$ cat config.mk
export PLATFORM = sky130hd
export DESIGN_NAME = ir_frame_tx
export DESIGN_NICKNAME = d
export VERILOG_FILES = /design/src/rtl/ir_pkg.sv /design/src/rtl/ir_symbol_timer.sv /design/src/rtl/ir_frame_tx.sv
export SDC_FILE = /design/constraint.sdc
export NUM_CORES = 1
export LEC_CHECK = 0
export CAP_MARGIN = 20
export CORE_MARGIN = 2
export CORE_UTILIZATION = 50
export DETAILED_ROUTE_END_ITERATION = 7
export PLACE_DENSITY = 0.84
export SLEW_MARGIN = 10
export SYNTH_ARGS = -nofsm -noshare
export SYNTH_HDL_FRONTEND = slang
export SYNTH_SLANG_ARGS = --single-unit
$ cat constraint.sdc
create_clock -name clk -period 3.05 [get_ports clk]
set_clock_uncertainty 0.05 [all_clocks]
set_input_delay 0.915 -clock clk [delete_from_list [all_inputs] [get_ports clk]]
set_output_delay 0.915 -clock clk [all_outputs]
set_load 0.01 [all_outputs]
$ cat src/rtl/ir_pkg.sv
// Shared state encoding, default 125 MHz timing constants and small helpers
// for the infrared frame transmitter.
package ir_pkg;

    typedef enum logic [2:0] {
        S_IDLE,
        S_HDR,
        S_SEG0,
        S_GAP,
        S_SEG1,
        S_TAIL,
        S_RPT_GAP
    } ir_state_t;

    // 125 MHz clock: 38 kHz carrier, 9/4.5 ms header, 750 us marks,
    // 1.2/2.25 ms bits, 20 ms connect gap, 40 ms repeat gap.
    localparam int D_CARRIER_PERIOD = 3289;
    localparam int D_CARRIER_HIGH   = 1645;
    localparam int D_HDR_MARK       = 1125000;
    localparam int D_HDR_TOTAL      = 1687500;
    localparam int D_BIT_MARK       = 93750;
    localparam int D_ZERO_TOTAL     = 150000;
    localparam int D_ONE_TOTAL      = 281250;
    localparam int D_GAP_MARK       = 93750;
    localparam int D_GAP_TOTAL      = 2593750;
    localparam int D_TAIL_MARK      = 93750;
    localparam int D_RPT_GAP        = 5000000;

    function automatic int imax(input int a, input int b);
        return (a > b) ? a : b;
    endfunction

    // Bit to send at sequence position pos of an nbits-wide segment.
    function automatic logic pick_bit(input logic [63:0] data, input int nbits,
                                      input int pos, input logic msb);
        logic [5:0] idx;
        idx = 6'(msb ? (nbits - 1 - pos) : pos);
        return data[idx];
    endfunction

endpackage

$ cat src/rtl/ir_symbol_timer.sv
// One pulse-distance symbol: mark for mark_len cycles, then space until
// total_len cycles have elapsed; sym_done flags the final cycle.
module ir_symbol_timer #(
    parameter int W = 8
) (
    input  logic         clk,
    input  logic         rst,
    input  logic         clr,
    input  logic         load,
    input  logic [W-1:0] mark_len,
    input  logic [W-1:0] total_len,
    output logic         mark,
    output logic         sym_done
);

    logic [W-1:0] cnt;
    logic [W-1:0] tot;
    logic [W-1:0] mlen;
    logic         active;

    assign sym_done = active && (cnt == tot - W'(1));

    always_ff @(posedge clk) begin
        if (!rst) begin
            cnt    <= '0;
            tot    <= '0;
            mlen   <= '0;
            active <= 1'b0;
            mark   <= 1'b0;
        end else if (clr) begin
            cnt    <= '0;
            active <= 1'b0;
            mark   <= 1'b0;
        end else if (load) begin
            // Load wins over sym_done so symbols chain with no idle cycle.
            cnt    <= '0;
            tot    <= total_len;
            mlen   <= mark_len;
            active <= 1'b1;
            mark   <= (mark_len != '0);
        end else if (sym_done) begin
            cnt    <= '0;
            active <= 1'b0;
            mark   <= 1'b0;
        end else if (active) begin
            cnt    <= cnt + W'(1);
            mark   <= ((cnt + W'(1)) < mlen);
        end
    end

endmodule

$ cat src/rtl/ir_frame_tx.sv
// Two-segment pulse-distance IR frame transmitter with optional repeats:
// FSM and bit sequencing here, symbol timing in ir_symbol_timer.
module ir_frame_tx import ir_pkg::*; #(
    parameter int SEG0_BITS      = 35,
    parameter int SEG1_BITS      = 32,
    parameter int CARRIER_PERIOD = D_CARRIER_PERIOD,
    parameter int CARRIER_HIGH   = D_CARRIER_HIGH,
    parameter int T_HDR_MARK     = D_HDR_MARK,
    parameter int T_HDR_TOTAL    = D_HDR_TOTAL,
    parameter int T_BIT_MARK     = D_BIT_MARK,
    parameter int T_ZERO_TOTAL   = D_ZERO_TOTAL,
    parameter int T_ONE_TOTAL    = D_ONE_TOTAL,
    parameter int T_GAP_MARK     = D_GAP_MARK,
    parameter int T_GAP_TOTAL    = D_GAP_TOTAL,
    parameter int T_TAIL_MARK    = D_TAIL_MARK,
    parameter int T_RPT_GAP      = D_RPT_GAP,
    parameter int ENV_ACTIVE_LOW = 1
) (
    input  logic                 clk,
    input  logic                 rst,
    input  logic                 tx_valid,
    output logic                 tx_ready,
    input  logic [SEG0_BITS-1:0] seg0_data,
    input  logic [SEG1_BITS-1:0] seg1_data,
    input  logic                 msb_first,
    input  logic [1:0]           repeat_cnt,
    input  logic                 abort,
    output logic                 busy,
    output logic                 done,
    output logic                 ir_env,
    output logic                 ir_mod
);

    localparam int T_MAX = imax(imax(imax(T_HDR_TOTAL, T_ONE_TOTAL),
                                     imax(T_ZERO_TOTAL, T_GAP_TOTAL)),
                                imax(T_TAIL_MARK, T_RPT_GAP));
    localparam int TW = $clog2(T_MAX + 1);
    localparam int BW = $clog2(imax(SEG0_BITS, SEG1_BITS)) + 1;
    localparam int CW = $clog2(CARRIER_PERIOD + 1);

    ir_state_t            state, state_nx;
    logic [SEG0_BITS-1:0] seg0_q;
    logic [SEG1_BITS-1:0] seg1_q;
    logic                 msb_q;
    logic [1:0]           rpt_q, rpt_nx;
    logic [BW-1:0]        pos_q, pos_nx, pos_inc;
    logic [CW-1:0]        car_cnt;
    logic                 done_q, done_nx, cap;
    logic                 ld, mark, sym_done;
    logic [TW-1:0]        ld_mark, ld_total;
    logic                 b0_first, b0_next, b1_first, b1_next;

    assign pos_inc  = pos_q + BW'(1);
    assign b0_first = pick_bit(64'(seg0_q), SEG0_BITS, 0, msb_q);
    assign b0_next  = pick_bit(64'(seg0_q), SEG0_BITS, int'(pos_inc), msb_q);
    assign b1_first = pick_bit(64'(seg1_q), SEG1_BITS, 0, msb_q);
    assign b1_next  = pick_bit(64'(seg1_q), SEG1_BITS, int'(pos_inc), msb_q);

    function automatic logic [TW-1:0] bit_total(input logic b);
        return b ? TW'(T_ONE_TOTAL) : TW'(T_ZERO_TOTAL);
    endfunction

    always_comb begin
        state_nx = state;
        pos_nx   = pos_q;
        rpt_nx   = rpt_q;
        cap      = 1'b0;
        done_nx  = 1'b0;
        ld       = 1'b0;
        ld_mark  = '0;
        ld_total = '0;
        case (state)
            S_IDLE: if (tx_valid) begin
                cap      = 1'b1;
                rpt_nx   = repeat_cnt;
                ld       = 1'b1;
                ld_mark  = TW'(T_HDR_MARK);
                ld_total = TW'(T_HDR_TOTAL);
                state_nx = S_HDR;
            end
            S_HDR: if (sym_done) begin
                ld       = 1'b1;
                pos_nx   = '0;
                ld_mark  = TW'(T_BIT_MARK);
                ld_total = bit_total(b0_first);
                state_nx = S_SEG0;
            end
            S_SEG0: if (sym_done) begin
                ld = 1'b1;
                if (pos_q == BW'(SEG0_BITS - 1)) begin
                    ld_mark  = TW'(T_GAP_MARK);
                    ld_total = TW'(T_GAP_TOTAL);
                    state_nx = S_GAP;
                end else begin
                    pos_nx   = pos_inc;
                    ld_mark  = TW'(T_BIT_MARK);
                    ld_total = bit_total(b0_next);
                end
            end
            S_GAP: if (sym_done) begin
                ld       = 1'b1;
                pos_nx   = '0;
                ld_mark  = TW'(T_BIT_MARK);
                ld_total = bit_total(b1_first);
                state_nx = S_SEG1;
            end
            S_SEG1: if (sym_done) begin
                ld = 1'b1;
                if (pos_q == BW'(SEG1_BITS - 1)) begin
                    ld_mark  = TW'(T_TAIL_MARK);
                    ld_total = TW'(T_TAIL_MARK);
                    state_nx = S_TAIL;
                end else begin
                    pos_nx   = pos_inc;
                    ld_mark  = TW'(T_BIT_MARK);
                    ld_total = bit_total(b1_next);
                end
            end
            S_TAIL: if (sym_done) begin
                if (rpt_q != 2'd0) begin
                    // Repeat gap is a symbol with no mark.
                    rpt_nx   = rpt_q - 2'd1;
                    ld       = 1'b1;
                    ld_total = TW'(T_RPT_GAP);
                    state_nx = S_RPT_GAP;
                end else begin
                    done_nx  = 1'b1;
                    state_nx = S_IDLE;
                end
            end
            S_RPT_GAP: if (sym_done) begin
                ld       = 1'b1;
                ld_mark  = TW'(T_HDR_MARK);
                ld_total = TW'(T_HDR_TOTAL);
                state_nx = S_HDR;
            end
            default: state_nx = S_IDLE;
        endcase
        if (abort) begin
            state_nx = S_IDLE;
            rpt_nx   = rpt_q;
            cap      = 1'b0;
            ld       = 1'b0;
            done_nx  = 1'b0;
        end
    end

    always_ff @(posedge clk) begin
        if (!rst) begin
            state   <= S_IDLE;
            seg0_q  <= '0;
            seg1_q  <= '0;
            msb_q   <= 1'b0;
            rpt_q   <= '0;
            pos_q   <= '0;
            done_q  <= 1'b0;
            car_cnt <= '0;
        end else begin
            state  <= state_nx;
            pos_q  <= pos_nx;
            rpt_q  <= rpt_nx;
            done_q <= done_nx;
            if (cap) begin
                seg0_q <= seg0_data;
                seg1_q <= seg1_data;
                msb_q  <= msb_first;
            end
            // Carrier phase restarts with each frame so the first mark
            // always begins on a carrier high.
            if (cap || car_cnt == CW'(CARRIER_PERIOD - 1))
                car_cnt <= '0;
            else
                car_cnt <= car_cnt + CW'(1);
        end
    end

    ir_symbol_timer #(.W(TW)) u_timer (
        .clk       (clk),
        .rst       (rst),
        .clr       (abort),
        .load      (ld),
        .mark_len  (ld_mark),
        .total_len (ld_total),
        .mark      (mark),
        .sym_done  (sym_done)
    );

    assign tx_ready = (state == S_IDLE);
    assign busy     = (state != S_IDLE);
    assign done     = done_q;
    assign ir_env   = (ENV_ACTIVE_LOW != 0) ? ~mark : mark;
    assign ir_mod   = mark && (car_cnt < CW'(CARRIER_HIGH));

endmodule

# After elaboration in Yosys (flattened, before gate mapping)

Index checks and enable logic that the tools add are counted.

$add $sub $neg: 7
$lt $le $gt $ge: 6
Eq/ne operators: 23
Mux-type cells: 66
Bitwise gates (word level): 5
Reduce and logical (&&, ||, !) cells: 22

Operators by type and width:

| operator                                                      | number |
|---|---|
| case mux 23 bit (7 select lines)                              | 1 |
| 2-to-1 mux 19 bit                                             | 8 |
| 2-to-1 mux 21 bit                                             | 4 |
| case mux 21 bit (3 select lines)                              | 1 |
| 2-to-1 mux 23 bit                                             | 2 |
| 2-to-1 mux 22 bit                                             | 2 |
| 2-to-1 mux 7 bit                                              | 5 |
| 2-to-1 mux 3 bit                                              | 10 |
| binary-select mux 1 bit (select 6 bit)                        | 4 |
| != test 2 bit (second input constant)                         | 12 |
| adder 23 x 1 -> 23 bit (second input constant)                | 1 |
| equality test 23 bit                                          | 1 |
| less-than comparator 23 bit                                   | 1 |
| nonzero test 23 bit                                           | 1 |
| subtractor 23 x 1 -> 23 bit (second input constant)           | 1 |
| less-than comparator 6 x 7 -> 1 bit (second input constant)   | 3 |
| case mux 3 bit (7 select lines)                               | 1 |
| case mux 7 bit (3 select lines)                               | 1 |
| 2-to-1 mux 6 bit                                              | 3 |
| 2-to-1 mux 1 bit                                              | 17 |
| 2-to-1 mux 17 bit                                             | 1 |
| adder 12 x 1 -> 12 bit (second input constant)                | 1 |
| equality test 12 bit (second input constant)                  | 1 |
| less-than comparator 12 x 11 -> 1 bit (second input constant) | 1 |
| other kinds (28)                                              | 46 |

Register bits after elaboration: 164
Input bits: 74
Output and inout port bits: 5
Word-level logic and storage cells: 142

# Depth between registers and ports, before layout

Word-level depth: 9
Mapped depth: 14
Mapped depth without buffers: 12

# Modules after synthesis

Synthesis repeated with hierarchy kept, for this count alone.

Cell total of the unflattened synthesis: 1218
Area, all modules: 9924.5 um^2

By module, submodules not included:

| module          | times used | cells an instance | area an instance (um^2) | seq. area each (um^2) |
|---|---|---|---|---|
| ir_frame_tx     | 1          | 607               | 5044.8                  | 1861.8 |
| ir_symbol_timer | 1          | 611               | 4879.7                  | 1421.4 |

# Worst setup path before layout

OpenSTA, ideal clock, no wires.

Path type: register -> register
From: reg msb_q
To: reg u_timer.tot[18]
Arrival: 3.258 ns
Data required time: 2.926 ns
Slack: -0.332 ns
Cell stages (with the launch flop): 14
Cell sequence: dfxtp_1 clkbuf_1 inv_1 ha_1 clkbuf_1 clkbuf_1 o31ai_1 o311ai_1 o31ai_1 a2111oi_0 o21ai_1 nand2b_1 or4_1 a31oi_1

Longest elaborated chain between the ends: 7
Elaborated cells on any way between the ends: 23
Those cells by class: mux (23)

Ends and longest elaborated chain:

| item                                                   | RTL line                              | RTL |
|---|---|---|
| start: declaration                                     | ir_frame_tx.sv:44                     | `logic msb_q;` |
| start signal: assignment                               | ir_frame_tx.sv:166                    | `msb_q <= msb_first;` |
| 2-to-1 mux 6 bit                                       | ir_pkg.sv:37                          | `idx = 6'(msb ? (nbits - 1 - pos) : pos);` |
| binary-select mux 1 bit (select 6 bit)                 | ir_pkg.sv:38                          | `return data[idx];` |
| 2-to-1 mux 1 bit (implied by the code)                 | ir_pkg.sv:38                          |  |
| 2-to-1 mux 19 bit                                      | ir_frame_tx.sv:60                     | `return b ? TW'(T_ONE_TOTAL) : TW'(T_ZERO_TOTAL);` |
| 2-to-1 mux 19 bit or 2-to-1 mux 22 bit (tied branches) | ir_frame_tx.sv:109, ir_frame_tx.sv:90 |  |
| 2-to-1 mux 19 bit or 2-to-1 mux 22 bit (tied branches) | ir_frame_tx.sv:107, ir_frame_tx.sv:88 |  |
| case mux 23 bit (7 select lines) (*)                   | ir_frame_tx.sv:72                     | `case (state)` |
| end signal: assignment                                 | ir_symbol_timer.sv:37                 | `tot <= total_len;` |
| end: declaration                                       | ir_symbol_timer.sv:17                 | `logic [W-1:0] tot;` |

Every way passes the cells marked *; elsewhere a longest branch is shown, timed or not. The select of a mux whose other input is x is not followed.
A chain may end at the register's enable or synchronous reset.

# Worst setup path in the final report

From: reg pos_q[0]
To: reg u_timer.tot[18]

Longest elaborated chain between the ends: 9
Elaborated cells on any way between the ends: 18
Those cells by class: add/sub (3); eq/ne (2); mux (13)

Ends and longest elaborated chain:

| item                                                          | RTL line                              | RTL |
|---|---|---|
| start: declaration                                            | ir_frame_tx.sv:46                     | `logic [BW-1:0] pos_q, pos_nx, pos_inc;` |
| start signal: assignment                                      | ir_frame_tx.sv:160                    | `pos_q <= pos_nx;` |
| adder 7 x 1 -> 7 bit                                          | ir_frame_tx.sv:53                     | `assign pos_inc = pos_q + BW'(1);` |
| subtractor 5 x 6 -> 6 bit or subtractor 6 bit (tied branches) | ir_pkg.sv:37                          |  |
| 2-to-1 mux 6 bit                                              | ir_pkg.sv:37                          |  |
| binary-select mux 1 bit (select 6 bit)                        | ir_pkg.sv:38                          |  |
| 2-to-1 mux 1 bit (implied by the code)                        | ir_pkg.sv:38                          |  |
| 2-to-1 mux 19 bit                                             | ir_frame_tx.sv:60                     |  |
| 2-to-1 mux 19 bit or 2-to-1 mux 22 bit (tied branches)        | ir_frame_tx.sv:109, ir_frame_tx.sv:90 |  |
| 2-to-1 mux 19 bit or 2-to-1 mux 22 bit (tied branches)        | ir_frame_tx.sv:107, ir_frame_tx.sv:88 |  |
| case mux 23 bit (7 select lines) (*)                          | ir_frame_tx.sv:72                     |  |

Marks and branches as above.

==> key figures <==
Outcome
  – Status: finished, violations left
  – Failing checks: setup timing

Worst setup path
  – Crit-path max cell delay: between 400 and 500 ps
  – CP Launch Point: pos_q[0]
  – Cells on worst reg2reg path: 12
  – Buffers & Inverters on Critical Path: 3
  – Reg2reg setup slack: -110 ps
  – CP Max Fanout: 11
  – Critical Path, Cell by Cell: inv_2, buf_4, ha_4, buf_12, o31ai_1, a211oi_1, o31ai_1, a2111oi_1, o21ai_1, nand2b_4, or4_1, a31oi_1
  – Worst EP required: between 3000 and 4000 ps
  – CP Capture Type: register
  – Worst Path Class, Setup: register to register
  – Max stage delay cell, worst path: or4_1
  – WP depth: 12
  – Worst r2r src: pos_q[0]
  – Critical path startpoint category: register
  – Critical Path AT: between 3000 and 4000 ps
  – Top Family by Delay on Critical Path: compound AO/OA/AOI/OAI gates
  – Most used cell, CP: o31ai_1
  – Crit path to: u_timer.tot[18]
  – R2r endpoint: u_timer.tot[18]

Place
  – Port bufs: between 70 and 80
  – GP Congestion: ~0.9
  – Post-DP HPWL: 15.3 mm

Floorplan
  – Die span in y: about 130 microns
  – Die area: approximately 18000 sq um
  – Starting Density: 0.515
  – Chip width: ~130 microns
  – # IOs: 79
  – Core Box Area: about 16000 sq um
  – Site Rows: 46

STA
  – Final setup violation count: 5
  – Relative slew slack: 0.553
  – Fmax: approximately 320 MHz
  – Fin. max-slew vios: 0
  – Final period utilization: 1.04
  – Final critical-path setup slack: -108 ps
  – Worst slew pin tran: ~670 ps
  – RSZ-0062 raised after global routing: yes
  – Final Hold Viols: 0
  – Crit path time final: roughly 3200 ps

Drt
  – DR vias/cell: between 5 and 6
  – Vias after detailed routing: between 8000 and 9000
  – Initial DRC count: a little under 800
  – Post-route ant nets: 0
  – DRT Pass-1 Iters: 6
  – Routed WL: 23.2 mm
  – DRC: 0
  – Drt wl/cell: 16.2 microns

Clock tree
  – CTS root buf: clkbuf_16
  – Clock Latency Late Sink: between 400 and 500 ps
  – Number of CTS-inserted buffers: 17
  – Number of hold buffers added after cts: 0
  – TritonCTS clock tree: done
  – CTS Buffer Depth: 2
  – H-tree depth reported by CTS: 4
  – Clk sinks: between 100 and 150
  – Worst-path clk slew: around 70 ps

Power and ir drop
  – P_leak: 4.04 nW
  – Total power: approximately 0.0046 W
  – PwrDens: around 430 nW/um^2
  – Worst VDD drop: 0.435 mV

Logic synthesis
  – Synth warn: 0
  – Sequential fraction of the synthesis area: 0.335
  – Register bit total from synthesis: ~140
  – Syn Inst Count: between 1000 and 1500
  – Dominant synthesized flop cell: dfxtp_1
  – Post-synth EDFFs: 0
  – Asr flop ratio synth: 0
  – Post-synthesis area per instance: 7.67 sq um
  – Synthesized cell area: 8240 sq um
  – Synth cell types: 71
  – Mapped Nets: about 1200

Finish
  – Layout area overhead: 30.9%
  – Final core occ: 0.674
  – Layout Nets: about 1300
  – Fraction of layout cells with a size suffix above 1: 0.168
  – Diodes inserted: 0

GRT
  – Number of global-route vias before repair: 7766
  – Overflow after GRT: 0
  – Largest net degree at the start of global routing: between 80 and 90
  – First-pass GRT wire length: about 35 mm
  – Antenna violations before repair: 0
  – Gr usage total: 0.243

Flow run
  – Max cap viols: 0

Min path
  – Hold WC Path Type: register to register
==> through the flow <==
step | cells | setup TNS (ps) | setup slack [ps] | cell area [sq um] | hold WS [ps]
6_report | 1426 | -265 | -108 | 10800 | 404
5_1_grt | 1426 | -979 | -176 | 10800 | 427
4_1_cts | 1418 | -6.78 | -3.61 | 10500 | 406
3_5_place_dp | 1383 | -755 | -173 | 9800 | 397
3_3_place_gp | 1383 | -233 | -58.2 | 9800 | 391
2_1_floorplan | 1074 | 0 | 6.11 | 8270 | 380
==> cell usage after synthesis (all sizes together) (11+ instances only) <==
master,n,area share
a31oi,15,0.011
and2,11,0.0084
nand2,215,0.098
ha,22,0.033
or3,11,0.0084
xor2,45,0.050
and3,16,0.012
mux2i,18,0.022
nor3b,11,0.010
buf,11,0.0064
mux4,11,0.030
inv,24,0.011
nor3,33,0.021
clkbuf,64,0.029
dfxtp,138,0.34
xnor2,40,0.044
nor2,88,0.040
nand4,24,0.018
nand3,34,0.021
o21ai,40,0.026
a21oi,101,0.061
==> logic make-up (layout without fill, tap and decap cells) <==
kind of cell,count (synthesis),in the layout,synth area share
buffers and inverters,99,235,0.0466
flip-flops,138,138,0.335
AO/OA/AOI/OAI,214,214,0.156
AND/OR/NAND/NOR,482,482,0.275
multiplexers,34,34,0.0588
adder cells (fa/ha/maj),22,22,0.0334
XOR/XNOR,85,85,0.0945
==> worst min-delay path by stage <==
stage | from | end | slack (ps) | cells past startpoint
floorplan | car_cnt[0] | car_cnt[0] | 380 | 1
global placement | seg0_q[27] | seg0_q[27] | 390 | 2
detailed placement | seg0_q[8] | seg0_q[8] | 400 | 2
CTS | seg0_q[8] | seg0_q[8] | 410 | 2
global route | seg1_q[24] | seg1_q[24] | 430 | 2
finish | seg0_q[8] | seg0_q[8] | 400 | 2
==> metal layers <==
| metal | vias up | share of wire | GRT usage |
|---|---|---|---|
| met1 | 3893 | 0.40 | 0.288 |
| met2 | 354 | 0.51 | 0.431 |
| met5 | - | 0 | 0 |
| met3 | 79 | 0.061 | 0.0492 |
| met4 | 0 | 0.033 | 0.0962 |
| li1 | 4007 | - | - |
==> power breakdown <==
group / internal (W) / total, W / switching [W]
Combinational: 0.000342 / 0.000685 / 0.000343
Clock: 0.00115 / 0.00204 / 0.000891
Sequential: 0.00186 / 0.00191 / 0.0000500
Total: 0.00336 / 0.00464 / 0.00128
==> worst reg2reg max path, delay by kind of cell (launching register included) <==
family	cells	cell delay, ps
flip-flops	1	380
buffers and inverters	3	360
AO/OA/AOI/OAI	6	1330
AND/OR/NAND/NOR	2	650
adder cells (fa/ha/maj)	1	310
==> area by class of cell <==
class,count,area [sq um]
multi-input cells,837,5350
inverters,24,90.1
fillers,1261,5220
flip-flops and latches,138,2770
repair buffers,179,1720
clock inverters,15,160
well taps,216,270
clock buffers,17,425
==> placed cells by master (no fill, tap or decap), types with 7 or more instances in the layout <==
master	instances
mux2i_1	18
nand4_1	24
nor2_1	87
o31ai_1	7
dfxtp_1	135
inv_1	21
a21oi_1	98
nor3_1	27
nor3b_1	11
or3_1	9
ha_1	18
xnor2_1	35
and3_1	14
buf_4	87
nand2_1	213
nand3_1	34
o21ai_0	24
clkbuf_16	19
and2_1	10
buf_12	11
xor2_1	44
clkdlybuf4s50_1	77
a31oi_1	15
mux4_2	11
o21ai_1	11
==> sequential cells by signal, indices dropped and copies added, names as in the netlist, 2 cells and up <==
register and count:
seg0_q 35, seg1_q 32, u_timer.cnt 23, u_timer.tot 17, car_cnt 12, pos_q 7, state 3, u_timer.mlen 3
rpt_q 2
==> repair_timing <==
| item | 4_1_cts | 5_1_grt |
|---|---|---|
| setup buffers | 3 | 6 |
| setup endpoints to repair | 6 | 46 |
| pin swaps | 6 | 19 |
| gates resized for setup | 16 | 42 |
| cloned | 0 | 2 |
(Power assumes the default switching activity.)
